--- src/rtl/wb_arb_pkg.sv ---
// Shared types for the register-file write-port arbiter.
// Optional feature macro used by the arbiter: WB_ARB_STARVE_EN.
package wb_arb_pkg;

    // Width of a register-file address (x0..x31).
    localparam int REG_ADDR_W = 5;

    // Data width carried by a buffered entry; the arbiter's XLEN defaults to this.
    localparam int WB_XLEN = 32;

    // One buffered long-latency result.
    typedef struct packed {
        logic                  valid;
        logic                  kill;
        logic [REG_ADDR_W-1:0] rd;
        logic [WB_XLEN-1:0]    data;
    } wb_entry_t;

    // Which source owns the write port this cycle.
    typedef enum logic [1:0] {
        SRC_NONE   = 2'd0,
        SRC_CORE   = 2'd1,
        SRC_BUF    = 2'd2,
        SRC_BYPASS = 2'd3
    } wb_src_e;

endpackage

--- src/rtl/wb_arb_fifo.sv ---
// Two-entry FIFO of long-latency results with an rd-match kill port.
// A kill marks every buffered entry (and a same-cycle push) whose rd matches
// kill_rd; killed entries still pop normally so the caller can drop them.
import wb_arb_pkg::*;

module wb_arb_fifo #(
    parameter int XLEN = WB_XLEN
) (
    input  logic                  clk,
    input  logic                  rst,
    input  logic                  push,
    input  logic [REG_ADDR_W-1:0] push_rd,
    input  logic [XLEN-1:0]       push_data,
    input  logic                  pop,
    input  logic                  kill_en,
    input  logic [REG_ADDR_W-1:0] kill_rd,
    output wb_entry_t             head,
    output logic                  full,
    output logic                  empty
);

    wb_entry_t  r_mem [2];
    logic       r_head;
    logic [1:0] r_count;

    logic w_tail;
    logic w_push_ok;
    logic w_pop_ok;
    logic w_push_kill;

    // Tail slot is the head slot when empty, the other slot when one entry is held.
    assign w_tail      = r_head ^ r_count[0];
    assign w_push_ok   = push && (r_count != 2'd2);
    assign w_pop_ok    = pop && (r_count != 2'd0);
    assign w_push_kill = kill_en && (push_rd == kill_rd);

    assign head  = r_mem[r_head];
    assign full  = (r_count == 2'd2);
    assign empty = (r_count == 2'd0);

    // Storage, pointers and kill marking.
    always_ff @(posedge clk) begin
        if (rst) begin
            r_head  <= 1'b0;
            r_count <= 2'd0;
            for (int i = 0; i < 2; i++) begin
                r_mem[i] <= '0;
            end
        end else begin
            for (int i = 0; i < 2; i++) begin
                if (r_mem[i].valid && kill_en && (r_mem[i].rd == kill_rd)) begin
                    r_mem[i].kill <= 1'b1;
                end
            end
            if (w_pop_ok) begin
                r_mem[r_head].valid <= 1'b0;
                r_head              <= ~r_head;
            end
            // Push never targets the head slot while a pop is in flight:
            // a push needs count<2 and a pop needs count>0, so tail != head then.
            if (w_push_ok) begin
                r_mem[w_tail] <= '{valid: 1'b1, kill: w_push_kill,
                                   rd: push_rd, data: push_data};
            end
            r_count <= r_count + {1'b0, w_push_ok} - {1'b0, w_pop_ok};
        end
    end

endmodule

--- src/rtl/wb_port_arbiter.sv ---
// Register-file write-port arbiter between the core write-back path and a
// long-latency unit (LU). Core writes always win; LU results either bypass
// straight to the port when it is free or wait in a 2-entry buffer.
// Macro WB_ARB_STARVE_EN enables the starvation counter that stalls the core
// for one cycle to force a buffer drain; without it core_stall is tied low.
//
// LU handshake: a result transfers on a cycle where lu_valid && lu_ready are
// both high; lu_ready depends only on buffer fullness and rst, never on
// lu_valid, and a transferred result is either written that cycle (bypass)
// or enqueued.
import wb_arb_pkg::*;

module wb_port_arbiter #(
    parameter int XLEN       = WB_XLEN,
    parameter int STARVE_MAX = 4
) (
    input  logic                  clk,
    input  logic                  rst,
    input  logic                  core_valid,
    input  logic [REG_ADDR_W-1:0] core_rd,
    input  logic [XLEN-1:0]       core_data,
    input  logic                  lu_valid,
    input  logic [REG_ADDR_W-1:0] lu_rd,
    input  logic [XLEN-1:0]       lu_data,
    output logic                  lu_ready,
    output logic                  core_stall,
    output logic                  rf_we,
    output logic [REG_ADDR_W-1:0] rf_rd,
    output logic [XLEN-1:0]       rf_wdata
);

    wb_entry_t w_head;
    logic      w_full;
    logic      w_empty;
    logic      w_stall;
    logic      w_lu_fire;
    logic      w_pop;
    logic      w_push;
    logic      w_kill_en;
    wb_src_e   w_src;

    assign lu_ready  = !w_full && !rst;
    assign w_lu_fire = lu_valid && lu_ready;

    // Port owner: core (unless stalled), then buffer head, then LU bypass.
    always_comb begin
        w_src = SRC_NONE;
        if (core_valid && !w_stall) begin
            w_src = SRC_CORE;
        end else if (!w_empty) begin
            w_src = SRC_BUF;
        end else if (w_lu_fire) begin
            w_src = SRC_BYPASS;
        end
    end

    assign w_pop     = (w_src == SRC_BUF);
    assign w_push    = w_lu_fire && (w_src != SRC_BYPASS);
    // LU results are always older than the core write-back, so a core write
    // makes any buffered result to the same register dead.
    assign w_kill_en = (w_src == SRC_CORE) && (core_rd != '0);

    wb_arb_fifo #(
        .XLEN (XLEN)
    ) u_fifo (
        .clk       (clk),
        .rst       (rst),
        .push      (w_push),
        .push_rd   (lu_rd),
        .push_data (lu_data),
        .pop       (w_pop),
        .kill_en   (w_kill_en),
        .kill_rd   (core_rd),
        .head      (w_head),
        .full      (w_full),
        .empty     (w_empty)
    );

    // Write-port mux; writes to x0 and killed entries are consumed silently.
    always_comb begin
        rf_we    = 1'b0;
        rf_rd    = '0;
        rf_wdata = '0;
        if (!rst) begin
            case (w_src)
                SRC_CORE: begin
                    rf_we    = (core_rd != '0);
                    rf_rd    = core_rd;
                    rf_wdata = core_data;
                end
                SRC_BUF: begin
                    rf_we    = !w_head.kill && (w_head.rd != '0);
                    rf_rd    = w_head.rd;
                    rf_wdata = w_head.data;
                end
                SRC_BYPASS: begin
                    rf_we    = (lu_rd != '0);
                    rf_rd    = lu_rd;
                    rf_wdata = lu_data;
                end
                default: begin
                    rf_we    = 1'b0;
                    rf_rd    = '0;
                    rf_wdata = '0;
                end
            endcase
        end
    end

`ifdef WB_ARB_STARVE_EN
    localparam int CNT_W = $clog2(STARVE_MAX + 1);

    logic [CNT_W-1:0] r_starve_cnt;
    logic             r_core_stall;
    logic [CNT_W-1:0] w_cnt_inc;

    assign w_cnt_inc = r_starve_cnt + CNT_W'(1);

    // Count core-won cycles while the buffer waits; on reaching the limit,
    // stall the core for exactly the next cycle so the head drains.
    always_ff @(posedge clk) begin
        if (rst) begin
            r_starve_cnt <= '0;
            r_core_stall <= 1'b0;
        end else begin
            r_core_stall <= 1'b0;
            if (w_empty || w_pop) begin
                r_starve_cnt <= '0;
            end else if (w_src == SRC_CORE) begin
                if (w_cnt_inc == CNT_W'(STARVE_MAX)) begin
                    r_starve_cnt <= '0;
                    r_core_stall <= 1'b1;
                end else begin
                    r_starve_cnt <= w_cnt_inc;
                end
            end
        end
    end

    assign w_stall = r_core_stall;
`else
    assign w_stall = 1'b0;
`endif

    assign core_stall = w_stall;

endmodule

--- config.mk ---
export PLATFORM = sky130hd
export DESIGN_NAME = wb_port_arbiter
export DESIGN_NICKNAME = d
export VERILOG_FILES = /design/src/rtl/wb_arb_pkg.sv /design/src/rtl/wb_arb_fifo.sv /design/src/rtl/wb_port_arbiter.sv
export SDC_FILE = /design/constraint.sdc
export NUM_CORES = 1
export LEC_CHECK = 0
export ABC_AREA = 1
export CORE_MARGIN = 3
export CORE_UTILIZATION = 24
export CTS_BUF_LIST = sky130_fd_sc_hd__clkbuf_8
export CTS_CLUSTER_DIAMETER = 50
export DETAILED_ROUTE_END_ITERATION = 10
export PLACE_DENSITY = 0.49
export SLEW_MARGIN = 10
export SYNTH_ARGS = -nofsm -noshare
export SYNTH_HDL_FRONTEND = slang
export SYNTH_SLANG_ARGS = --single-unit
--- constraint.sdc ---
create_clock -name clk -period 2.76 [get_ports clk]
set_clock_uncertainty 0.1 [all_clocks]
set_input_delay 0.276 -clock clk [delete_from_list [all_inputs] [get_ports clk]]
set_output_delay 0.276 -clock clk [all_outputs]
set_load 0.02 [all_outputs]
# Word level (Yosys, flattened, before mapping)
# Memories as Yosys holds them, arrays and structs flattened. A register that Yosys moved wholly into a read port is not among the register bits.
# Index checks and enable logic that the tools add are counted.
[totals] ram_bits=78 reg_bits=3 memories=1
[op_classes] muxes=30 add_sub_neg=2 n_reduce_logical=21 n_eq_ne=9 bitwise_logic=4
[memory_table] memory="u_fifo.r_mem" words=2 word_bits=39 rd=3 rd_clocked_by_memory_dff=1 wr=3 line="wb_arb_fifo.sv:22" rtl="wb_entry_t r_mem [2];"
[ops] operator="one-hot mux 32 bit (3 select lines)" count=1
[ops] operator="2-to-1 mux 39 bit" count=1
[ops] operator="OR reduction 39 bit" count=1
[ops] operator="2-to-1 mux 32 bit" count=1
[ops] operator="2-to-1 mux 1 bit" count=20
[ops] operator="equality test 5 bit" count=3
[ops] operator="one-hot mux 5 bit (3 select lines)" count=1
[ops] operator="nonzero test 5 bit" count=3
[ops] operator="logical AND 1 bit" count=12
[ops] operator="equality test 2 bit (second input constant)" count=3
[ops] operator="2-to-1 mux 2 bit" count=3
[ops] operator="2-to-1 mux 5 bit" count=1
[ops] operator="!= test 2 bit (second input constant)" count=2
[ops] operator="zero test 1 bit" count=3
[ops] operator="2-to-1 mux 3 bit" count=1
[ops] operator="one-hot mux 1 bit (3 select lines)" count=1
[ops] operator="adder 2 x 1 -> 2 bit" count=1
[ops] operator="equality test 2 x 1 -> 1 bit (second input constant)" count=1
[ops] operator="zero test 2 bit" count=1
[ops] operator="bitwise OR 1 bit" count=2
[ops] operator="nonzero test 2 bit" count=1
[ops] operator="subtractor 2 x 1 -> 2 bit" count=1
[ops] operator="inverter 1 bit" count=1
[ops] operator="bitwise XOR 1 bit" count=1

# Longest topological paths before layout
# Gate-level depths: netlist of run 1.
[logic_depth] depth_word=16 mapped_depth=10 depth_no_buf=10

# Hierarchy
# A second synthesis of run 1 with hierarchy kept.
[unflattened] hier_cells=517 area_unflattened_um2=4767.1
[modules_own_cells] module="wb_arb_fifo" cells_per_inst=361 instances=1 seq_area_each_um2=2402.3 area_each_um2=3876.2
[modules_own_cells] module="wb_port_arbiter" cells_per_inst=156 instances=1 seq_area_each_um2=0.0 area_each_um2=890.9

# Worst setup path before layout of run 1
# Ideal clock, no wire load.
[synth_timing] path_kind="input port to flip-flop" start="input rst" end="memory u_fifo.r_mem[0][0] in the netlist's numbering, enable pin" required_time_ns=2.265 path_buffers=2 path_slack_ns=0.219 t_arrival_ns=2.046 setup_time_ns=0.395 stages=7 path_cell_list="clkbuf_1 > a21oi_4 > nand2_4 > nor3_2 > inv_2 > buf_6 > nand2_1"
[synth_lines] element="start, declared" line="wb_port_arbiter.sv:18" rtl="input logic rst,"
[synth_lines] element="end, declared" line="wb_arb_fifo.sv:22"

# Worst setup path after layout of run 1
[layout_timing] start="register u_fifo.r_count[1]" end="output rf_rd[3]"
[layout_via] elab_chain_cells=10 elab_cells_between_ends=13 classes_between="eq/ne (4); mux (5); reduce/logical (4)"
[layout_lines] element="start, declared" line="wb_arb_fifo.sv:24" rtl="logic [1:0] r_count;"
[layout_lines] element="start signal, assigned" line="wb_arb_fifo.sv:65" rtl="r_count <= r_count + {1'b0, w_push_ok} - {1'b0, w_pop_ok};"
[layout_lines] element="equality test 2 bit" line="wb_arb_fifo.sv:38" rtl="assign full = (r_count == 2'd2);"
[layout_lines] element="zero test 1 bit" line="wb_port_arbiter.sv:42" rtl="assign lu_ready = !w_full && !rst;"
[layout_lines] element="logical AND 1 bit" line="wb_port_arbiter.sv:42"
[layout_lines] element="logical AND 1 bit" line="wb_port_arbiter.sv:43" rtl="assign w_lu_fire = lu_valid && lu_ready;"
[layout_lines] element="2-to-1 mux 2 bit" line="wb_port_arbiter.sv:52" rtl="end else if (w_lu_fire) begin"
[layout_lines] element="2-to-1 mux 2 bit (*)" line="wb_port_arbiter.sv:50" rtl="end else if (!w_empty) begin"
[layout_lines] element="2-to-1 mux 2 bit (*)" line="wb_port_arbiter.sv:48" rtl="if (core_valid && !w_stall) begin"
[layout_lines] element="equality test 2 bit or equality test 2 x 1 -> 1 bit (tied branches)" line="wb_port_arbiter.sv:85" rtl="case (w_src)"
[layout_lines] element="one-hot mux 5 bit (3 select lines) (*)" line="wb_port_arbiter.sv:85"
[layout_lines] element="2-to-1 mux 5 bit (*)" line="wb_port_arbiter.sv:84" rtl="if (!rst) begin"
[layout_lines] element="end, declared" line="wb_port_arbiter.sv:28" rtl="output logic [REG_ADDR_W-1:0] rf_rd,"
# Mark *: on every way between the ends. The rest lies on a longest branch, timed or not.

==> impl_metrics.sql, run 1 <==
INSERT INTO impl_metrics (metric_group, metric, value, unit) VALUES
('run_status', 'status', 'complete, no violations', ''),
('min_path', 'worst_hold_startpoint', 'u_fifo.r_mem[1][38]', ''),
('min_path', 'worst_hold_path.num_cells', '2', ''),
('clock_network', 'clk_pin_slew', '0.08', 'ns'),
('logic_synthesis', 'post_synth_and_or_nand_nor_area_fraction', '24.0', '%'),
('global_routing', 'grt_pass1_vias', '4072', ''),
('logic_synthesis', 'synth_fp_nets', '614', ''),
('job', 'max_cap_viol_count', '0', ''),
('global_routing', 'maximum_number_of_pins_on_one_net_before_global_route_repair', '42', ''),
('final_layout', 'synthToLayoutAreaGrowth', '36.3', '%'),
('route', 'wl_met3', '614', 'um'),
('timing', 'max_clock_freq', '394', 'MHz'),
('clock_network', 'clock_latency_reported_for_the_late_side_of_the_worst_skew_pair', '0.34', 'ns'),
('timing', 'period_utilisation_layout', '91.9', '%'),
('logic_synthesis', 'gate_count_of_the_mapped_netlist', '534', ''),
('power', 'leakagePower', '2.96', 'nW'),
('route', 'met1_wl', '6.51', 'mm'),
('timing', 'worst_slack', '0.225', 'ns'),
('clock_network', 'clock_sink_count', '82', ''),
('timing', 'hold_violations', '0', ''),
('global_routing', 'wire_length_of_the_first_global_routing_pass', '21.8', 'mm'),
('logic_synthesis', 'yosys.area_share.xor_xnor', '1.13', '%'),
('critical_path', 'reg2reg_slack', '0.55', 'ns'),
('placement', 'gp_congestion', '0.878', ''),
('final_layout', 'final_cells', '914', ''),
('timing', 'tns', '0', 'ns'),
('floorplanning', 'core_region_area', '18800', 'um^2'),
('power', 'pwr_density_cell', '654', 'nW/um^2'),
('final_layout', 'drive_gt1_share', '12.5', '%'),
('critical_path', 'cp.required', '2.38', 'ns'),
('logic_synthesis', 'synth_fa_ha_area_share', '0.540', '%'),
('timing', 'min_period', '2.54', 'ns'),
('critical_path', 'r2r_cells', '9', ''),
('final_layout', 'n_antenna_cell', '0', ''),
('critical_path', 'critical_path_start_type', 'flop', ''),
('logic_synthesis', 'count_of_distinct_cell_types_in_the_synthesized_netlist', '30', ''),
('placement', 'dpl.hpwl', '9.53', 'mm'),
('route', 'detailedRoute.firstPassIterationCount', '4', ''),
('route', 'routedWlPerCell', '14.7', 'um'),
('critical_path', 'arrival', '2.16', 'ns'),
('timing', 'grt_setup_unrepaired', 'no', ''),
('placement', 'place.detailed.instances', '898', ''),
('clock_network', 'clock_path_buffers', '2', ''),
('logic_synthesis', 'synth.avg_cell_area', '8.67', 'um^2'),
('global_routing', 'gr-total-overflow', '0', ''),
('power', 'total_power', '4.13', 'mW'),
('floorplanning', 'die_width', '145', 'um'),
('logic_synthesis', 'synth-compound-area-share', '12.8', '%'),
('route', 'route.met2.wl', '6.20', 'mm'),
('route', 'finalWirelength', '13.4', 'mm'),
('route', 'detailroute.via_count', '3969', ''),
('route', 'drt.antenna.violating_nets', '0', ''),
('placement', 'portBuffers', '116', ''),
('route', 'remaining_drc_errors', '0', ''),
('clock_network', 'tritoncts.num_buffers', '9', ''),
('logic_synthesis', 'synth.area.mux_share', '0', '%'),
('logic_synthesis', 'synth_seq_cells', '82', ''),
('floorplanning', 'floorplan.io_pins', '118', ''),
('global_routing', 'antenna_found_initial', '0', ''),
('timing', 'finalSetupViolations', '0', ''),
('critical_path', 'end_kind', 'primary output', ''),
('clock_network', 'root_driver', 'clkbuf_8', ''),
('clock_network', 'count_of_buffers_added_by_post_cts_timing_repair_for_setup', '0', ''),
('clock_network', 'htree_levels', '3', ''),
('route', 'drt-vias-per-instance', '4.34', ''),
('final_layout', 'final_layout_fill_cell_count', '1954', ''),
('logic_synthesis', 'post_synth_instance_area', '4630', 'um^2'),
('floorplanning', 'initial_core_util', '24.6', '%'),
('floorplanning', 'die_height', '145', 'um'),
('min_path', 'timing.hold.worst_endpoint', 'u_fifo.r_mem[1][38]', ''),
('route', 'maxUsedRoutingLayer', 'met4', '');
## final cells by class
type,instances,area [um^2],area share [%]
inverters,60,225,3.57
clock buffers,9,124,1.96
well taps,260,325,5.15
flip-flops and latches,82,2410,38.1
clock inverters,7,37.5,0.595
repair buffers,138,1390,22.0
multi-input cells,358,1800,28.6
## where the power goes
part           switching (mW)  leakage [nW]  total, mW  internal, mW
logic                   0.949          2.04       1.61         0.665
clock network           0.430        0.0853      0.746         0.316
registers               0.108         0.844       1.77          1.66
## worst max path at each step
stage	to	from
floorplan	u_fifo.r_mem[0][0]	rst
finish	rf_rd[3]	u_fifo.r_count[1]
detailed placement	rf_wdata[24]	lu_valid
global placement	rf_wdata[24]	lu_valid
CTS	rf_wdata[10]	u_fifo.r_count[0]
global route	rf_rd[3]	u_fifo.r_count[1]
## cells in the mapped netlist (all sizes together)
master | number | area, um^2
xor2 | 3 | 26.3
o211ai | 32 | 240
or2 | 32 | 200
nor3 | 4 | 30.0
dfxtp | 6 | 120
conb | 1 | 3.75
nand2 | 117 | 447
ha | 2 | 25.0
buf | 19 | 160
xnor2 | 3 | 26.3
a21boi | 1 | 7.51
inv | 60 | 225
nor2 | 95 | 373
clkbuf | 15 | 56.3
nand3 | 10 | 50.1
nand4 | 2 | 12.5
a21oi | 9 | 56.3
a2bb2oi | 3 | 26.3
o22ai | 1 | 6.26
a31oi | 34 | 213
edfxtp | 76 | 2280
o21ai | 9 | 45.0
## flip-flops by register name (all words and copies together), names as in the netlist, named ones only
register	cells
u_fifo.r_mem	78
u_fifo.r_head	1
u_fifo.r_count	2
## cell usage in the layout (no fill, tap or decap), types with 5 or more instances in the layout
master / count
dlygate4sd2_1: 12
clkbuf_8: 9
o21ai_0: 8
nor2_1: 92
clkdlybuf4s50_1: 76
nand3_1: 10
edfxtp_1: 76
inv_1: 58
or2_2: 32
a31oi_1: 34
nand2_1: 114
o211ai_1: 32
a21oi_1: 8
dlymetal6s2s_1: 26
dfxtp_1: 5
buf_4: 20
## cell families (layout without fill, tap and decap cells)
logic type,count (synthesis),after routing
adder cells (fa/ha/maj),2,2
AND/OR/NAND/NOR,260,260
AO/OA/AOI/OAI,89,89
other,1,1
flip-flops,82,82
buffers and inverters,94,214
XOR/XNOR,6,6
## metal layers
metal  vias to the layer above  track usage, %
met5                         -               0
met4                         0            2.76
met3                         9            2.69
met2                       100            21.5
met1                      1864            17.3
li1                       1996               -
## worst max-delay path, stage by stage, from the launching register on
cell and delay (ns):
dfxtp_1 0.44, nor2_2 0.08, nor2_4 0.19, buf_12 0.23
inv_1 0.13, a2bb2oi_1 0.15, a21oi_1 0.22, dlygate4sd2_1 0.37
## stage by stage
step | util (%) | cell area [um^2]
after global routing | 33.5 | 6310
final | 33.5 | 6310
after floorplan | - | 4630
after CTS | 33.2 | 6250
after detailed placement | 32.4 | 6100
after global placement | 32.4 | 6100
## what timing repair did
| action | in CTS | in global routing |
|---|---|---|
| endpoints found under the setup margin | 35 | 26 |
| hold buffers | 0 | 0 |
| resized for setup | 14 | 26 |
No activity file was read; power rests on OpenSTA's default activity.
==> run 2, diff against run 1 <==
Settings changed: SLEW_MARGIN 10 to 40.
==> results of run 2 <==
No change in the layout: final DEF, timing and power equal those of run 1.
==> RTL change 1: new RTL, flow settings as in run 2 <==
The package constant `WB_XLEN` goes from 32 to 16.
--- a/src/rtl/wb_arb_pkg.sv
+++ b/src/rtl/wb_arb_pkg.sv
@@ -7,5 +7,5 @@
 
     // Data width carried by a buffered entry; the arbiter's XLEN defaults to this.
-    localparam int WB_XLEN = 32;
+    localparam int WB_XLEN = 16;
 
     // One buffered long-latency result.
Interface: changed (resized core_data, lu_data and rf_wdata); port bits go from 118 to 70. The function was not compared with the original's and may differ.
==> RTL change 1 against run 2 <==
  * Wire length down 40%
  * Sequential power down 40%
  * Setup slack worse by 79 ps
  * Non-clock buffer count down 53
  * Highest routed layer unchanged
  * Power down 38%
  * Register-to-register slack better by 330 ps
  * Global-route usage down 1.2 points
  * Sequential cell count down 32
  * Cell area down 36%
  * Synthesized area down 35%
==> RTL change 1: results (changes against run 2) <==
CTS
  • Clk Tree Root Cell: clkbuf_8
  • Post-CTS resize count: 0 (-14)
  • # H-tree levels: 2 (-1)
  • Worst-Skew Late Latency: 300 ps (-40 ps)
  • CTS buffer count: 5 (-4)

GRT
  • Vias in the first global route: 2674 (-34%)
  • Total global routing track utilization: 11.7% (-1.2 points)
  • Global-route wire length before repair: 13200 um (-39%)
  • Pin count of the biggest net entering global routing: 25 (-40%)

Critical path
  • Reg2reg setup slack: 880 ps (+330 ps)
  • Reg-to-Reg End: u_fifo.r_count[1]
  • Reg-to-reg startpoint: u_fifo.r_count[1]
  • Number of cells on the worst reg-to-reg path: 9 (unchanged)
  • Crit path launch: u_fifo.r_count[0]
  • WP data arrival: 2240 ps (+80 ps)
  • Critical path peak fanout: 17 (-43%)
  • Crit path capture: rf_rd[0]

Power and ir drop
  • Leak pwr: 1.64 nW (-45%)
  • Net Sw Power: 0.000884 W (-41%)
  • Worst VDD drop: 0.000206 V (-7.6%)

Logic synthesis
  • Post-synthesis mux area share: 0.331% (+0.33 points)
  • Synth area leaders: edfxtp_1, nand2_1, nor2_2
  • EDFF count, synth: 44 (-42%)
  • Post-synthesis xor/xnor area fraction: 1.16% (+0.023 points)
  • Adder-cell share of the synthesized area: 0.826% (+0.29 points)
  • YS warnings: 0 (unchanged)
  • Post-synthesis compound-gate area fraction: 11.7% (-1.1 points)
  • Top FF cell, synth: edfxtp_1
  • Syn_nets: 407 (-34%)
  • Top cells by count, synth: nand2_1, edfxtp_1, inv_1, nor2_1, nor2_2
  • Seq/Total Area, Yosys: 47.6% (-4.3 points)
  • Synth cell types: 34 (+13%)

Run status
  • Outcome: completed

Final layout
  • ANT cells: 0 (unchanged)
  • Layout cells sized above 1: 15.9% (+3.4 points)
  • NumNets Final: 480 (-34%)
  • Fill cell count: 1270 (-35%)
  • Largest regs: u_fifo.r_mem: 46 flops, u_fifo.r_count: 2 flops, u_fifo.r_head: 1 flops
  • Final Util: 33.4% (-0.085 points)

Place
  • Placed inst area: 0.00395 mm2 (-35%)
  • DPL Wire Length: 5870 um (-38%)
  • Port buffer count: 68 (-41%)
  • GPL Wtd Cong: 0.826 (-5.9%)

Route
  • Final wirelength: 8030 um (-40%)
  • Initial drt markers: 159 (-11%)
  • Detail Route Antenna Nets: 0 (unchanged)
  • Vias post-DR: 2594 (-35%)
[RTL change 1: changes by cell type after synthesis, sizes merged, moves of 2 or more]
cell,before,now
nand4,2,4
clkbuf,15,7
o211ai,32,16
nor2,95,62
a21oi,9,7
buf,19,12
nand2,117,90
edfxtp,76,44
inv,60,43
a2bb2oi,3,1
a31oi,34,20
or2,32,16
[RTL change 1: area by class of cell]
type	count	area share, %
flip-flops and latches	50	35.4
multi-input cells	247	32.1
repair buffers	85	20.7
well taps	168	5.17
inverters	43	3.97
clock buffers	5	1.69
clock inverters	3	0.923
[RTL change 1: worst min-delay path by stage]
stage          slack (ps)                   to                start  cells after the start
6_report              390  u_fifo.r_mem[0][22]  u_fifo.r_mem[0][22]                      2
5_1_grt               400  u_fifo.r_mem[0][22]  u_fifo.r_mem[0][22]                      2
3_3_place_gp          380  u_fifo.r_mem[1][22]  u_fifo.r_mem[1][22]                      2
2_1_floorplan         340  u_fifo.r_mem[1][22]  u_fifo.r_mem[1][22]                      2
4_1_cts               390  u_fifo.r_mem[0][22]  u_fifo.r_mem[0][22]                      2
3_5_place_dp          370  u_fifo.r_mem[0][22]  u_fifo.r_mem[0][22]                      2
[RTL change 1: metal layers]
metal / track usage (%) / share of wire (%)
met1: 14.5 / 46
met2: 20.5 / 48
met3: 2.34 / 4.4
met4: 3.52 / 1.5
met5: 0 / 0
[RTL change 1: critical path, cell delays in order, from the launching register on]
cell,delay (ps)
dfxtp_1,440
inv_2,90
a21oi_4,130
nand2_2,120
nor2_4,140
buf_12,170
nand2_1,60
a31oi_1,150
clkdlybuf4s50_1,640
[RTL change 1: cell families (layout without fill, tap and decap cells)]
group           count (synthesis)  count (layout)
compound gates                 54              54
simple gates                  185             185
mux                             1               1
flops                          50              50
xor+xnor                        4               4
fa+ha+maj                       2               2
other cells                     1               1
buf+inv                        62             136
[RTL change 1: power groups by stage]
stage                     logic (W)  registers (W)  clock network (W)
after global routing        0.00110        0.00108           0.000540
after floorplan            0.000636        0.00106                  0
after CTS                   0.00101        0.00106           0.000513
after detailed placement    0.00100        0.00108                  0
final                      0.000984        0.00106           0.000502
after global placement     0.000996        0.00108                  0
[RTL change 1: per-stage QoR]
stage / std cells / setup slack [ps]
final: 601 / 145
after global routing: 601 / 10.4
after CTS: 601 / 105
after detailed placement: 593 / 153
after global placement: 593 / 172
after floorplan: 359 / 586
==> RTL change 2: new RTL, flow settings as in run 2 <==
Made on the original files. Add a define of `WB_ARB_STARVE_EN`.
--- a/src/rtl/wb_port_arbiter.sv
+++ b/src/rtl/wb_port_arbiter.sv
@@ -9,4 +9,6 @@
 // lu_valid, and a transferred result is either written that cycle (bypass)
 // or enqueued.
+`define WB_ARB_STARVE_EN
+
 import wb_arb_pkg::*;
 
Function: changed (Yosys sat finds a counterexample within 10 cycles, from zero or initial values and one cycle with rst high).
==> RTL change 2 against run 2 <==
  * Sequential cell count up 4
  * Power shrank 0.33%
  * Sequential share of layout area increased by 0.13 points
  * Synthesized cell count is 2.4% higher
  * Critical path depth unchanged
  * Wire length increased by 2.9%
  * Setup slack improved by 26 ps
  * Cell area rose by 2.8%
  * Count of clock-buffer cells in the layout is 2 higher
  * Hold slack lost 5.2 ps
  * Die area increased by 1.6%
  * Synthesized area grew 1.7%
  * Final cell count is 2.4% higher
  * Critical endpoint is now rf_wdata[1]
  * Utilization up 0.61 points
==> RTL change 2: results (changes against run 2) <==
Critical path
  • WP data arrival: 2130 ps (-30 ps)
  • Reg2reg setup slack: 710 ps (+160 ps)

Place
  • Port buffer count: 117 (+0.86%)
  • DPL Wire Length: 9830 um (+3.1%)
  • Post-Place Setup Slack: 68.9 ps (-108 ps)
  • Cell Count Post-Placement: 920 (+2.4%)

Route
  • Vias post-DR: 4166 (+5.0%)
  • Vias/cell: 4.45 (+2.5%)
  • Initial drt markers: 306 (+72%)
  • Final wirelength: 13800 um (+2.9%)

Final layout
  • Non-clk buf share: 21.6% (-0.40 points)
  • Non-clk bufs: 146 (+5.8%)
  • Reg area: 0.00248 mm2 (+3.2%)
  • Inverter count: 59 (-1.7%)
  • Final Util: 34.1% (+0.61 points)
  • Multi-input gate area: 0.00186 mm2 (+3.3%)
  • Fill cell count: 2022 (+3.5%)
  • Largest regs: u_fifo.r_mem: 78 flops, r_starve_cnt: 3 flops, u_fifo.r_count: 2 flops
  • ClkCell Share: 2.99% (+0.43 points)
  • NumNets Final: 753 (+3.3%)

Power and ir drop
  • Leak pwr: 2.81 nW (-5.3%)
  • Flop pwr share: 42.9% (about the same)
  • Int Power: 0.00269 W (+1.7%)
  • Worst VDD drop: 0.000246 V (+10%)
  • P_comb: 0.00148 W (-8%)

GRT
  • Initial antenna violation count: 1 (+1)
  • Total global routing track utilization: 13.1% (+0.20 points)
  • Global-route wire length before repair: 22500 um (+3.3%)
  • Vias in the first global route: 4340 (+6.6%)

STA
  • Final hold slack: 376 ps (-5.19 ps)

CTS
  • Worst-Skew Late Latency: 370 ps (+30 ps)

Logic synthesis
  • Seq/Total Area, Yosys: 52.7% (+0.83 points)
  • Top cells by count, synth: nand2_1, nor2_1, edfxtp_1, inv_1, a31oi_1
  • Yosys reg bits: 86 (+4.9%)

Run status
  • Outcome: completed
RTL change 2: cell count changes after synthesis, moves of 4 or more:
| cell | before | now |
|---|---|---|
| nand2_1 | 116 | 125 |
| buf_6 | 10 | 2 |
| buf_2 | 8 | 15 |
| dfxtp_1 | 6 | 10 |
RTL change 2: worst max path at each step:
| stage | end | slack [ps] |
|---|---|---|
| 5_1_grt | rf_wdata[5] | 80 |
| 4_1_cts | rf_wdata[17] | 2 |
| 2_1_floorplan | u_fifo.r_mem[1][0] | 310 |
| 3_3_place_gp | rf_wdata[31] | 80 |
| 6_report | rf_wdata[1] | 250 |
| 3_5_place_dp | rf_wdata[1] | 70 |
RTL change 2: worst max-delay path: stages (launching register included):
cell and delay (ps):
dfxtp_1 420, nor2_1 90, buf_4 150, nor2_4 140, buf_4 230, o211ai_1 170
a31oi_1 200, dlygate4sd2_1 360
RTL change 2: cell families after synthesis:
| family | Yosys count | share of synthesized area, % |
|---|---|---|
| AND/OR/NAND/NOR | 270 | 24.2 |
| buffers and inverters | 92 | 8.13 |
| AO/OA/AOI/OAI | 86 | 12.2 |
| flip-flops | 86 | 52.7 |
| XOR/XNOR | 8 | 1.49 |
| adder cells (fa/ha/maj) | 4 | 1.06 |
| multiplexers | 1 | 0.212 |
RTL change 2: layer usage:
layer | GRT usage (%) | part of all wire [%] | wire [um] | vias to the layer above
met5 | 0 | 0.094 | 13 | -
met2 | 22.5 | 49 | 6710 | 137
met3 | 2.98 | 5.4 | 748 | 15
li1 | - | - | - | 2069
met1 | 16.9 | 45 | 6190 | 1943
met4 | 3.01 | 1.1 | 145 | 2
RTL change 2: repair_timing:
item                       CTS  global route
setup buffers                0             0
resized for setup           33             5
setup endpoints to repair   33             5
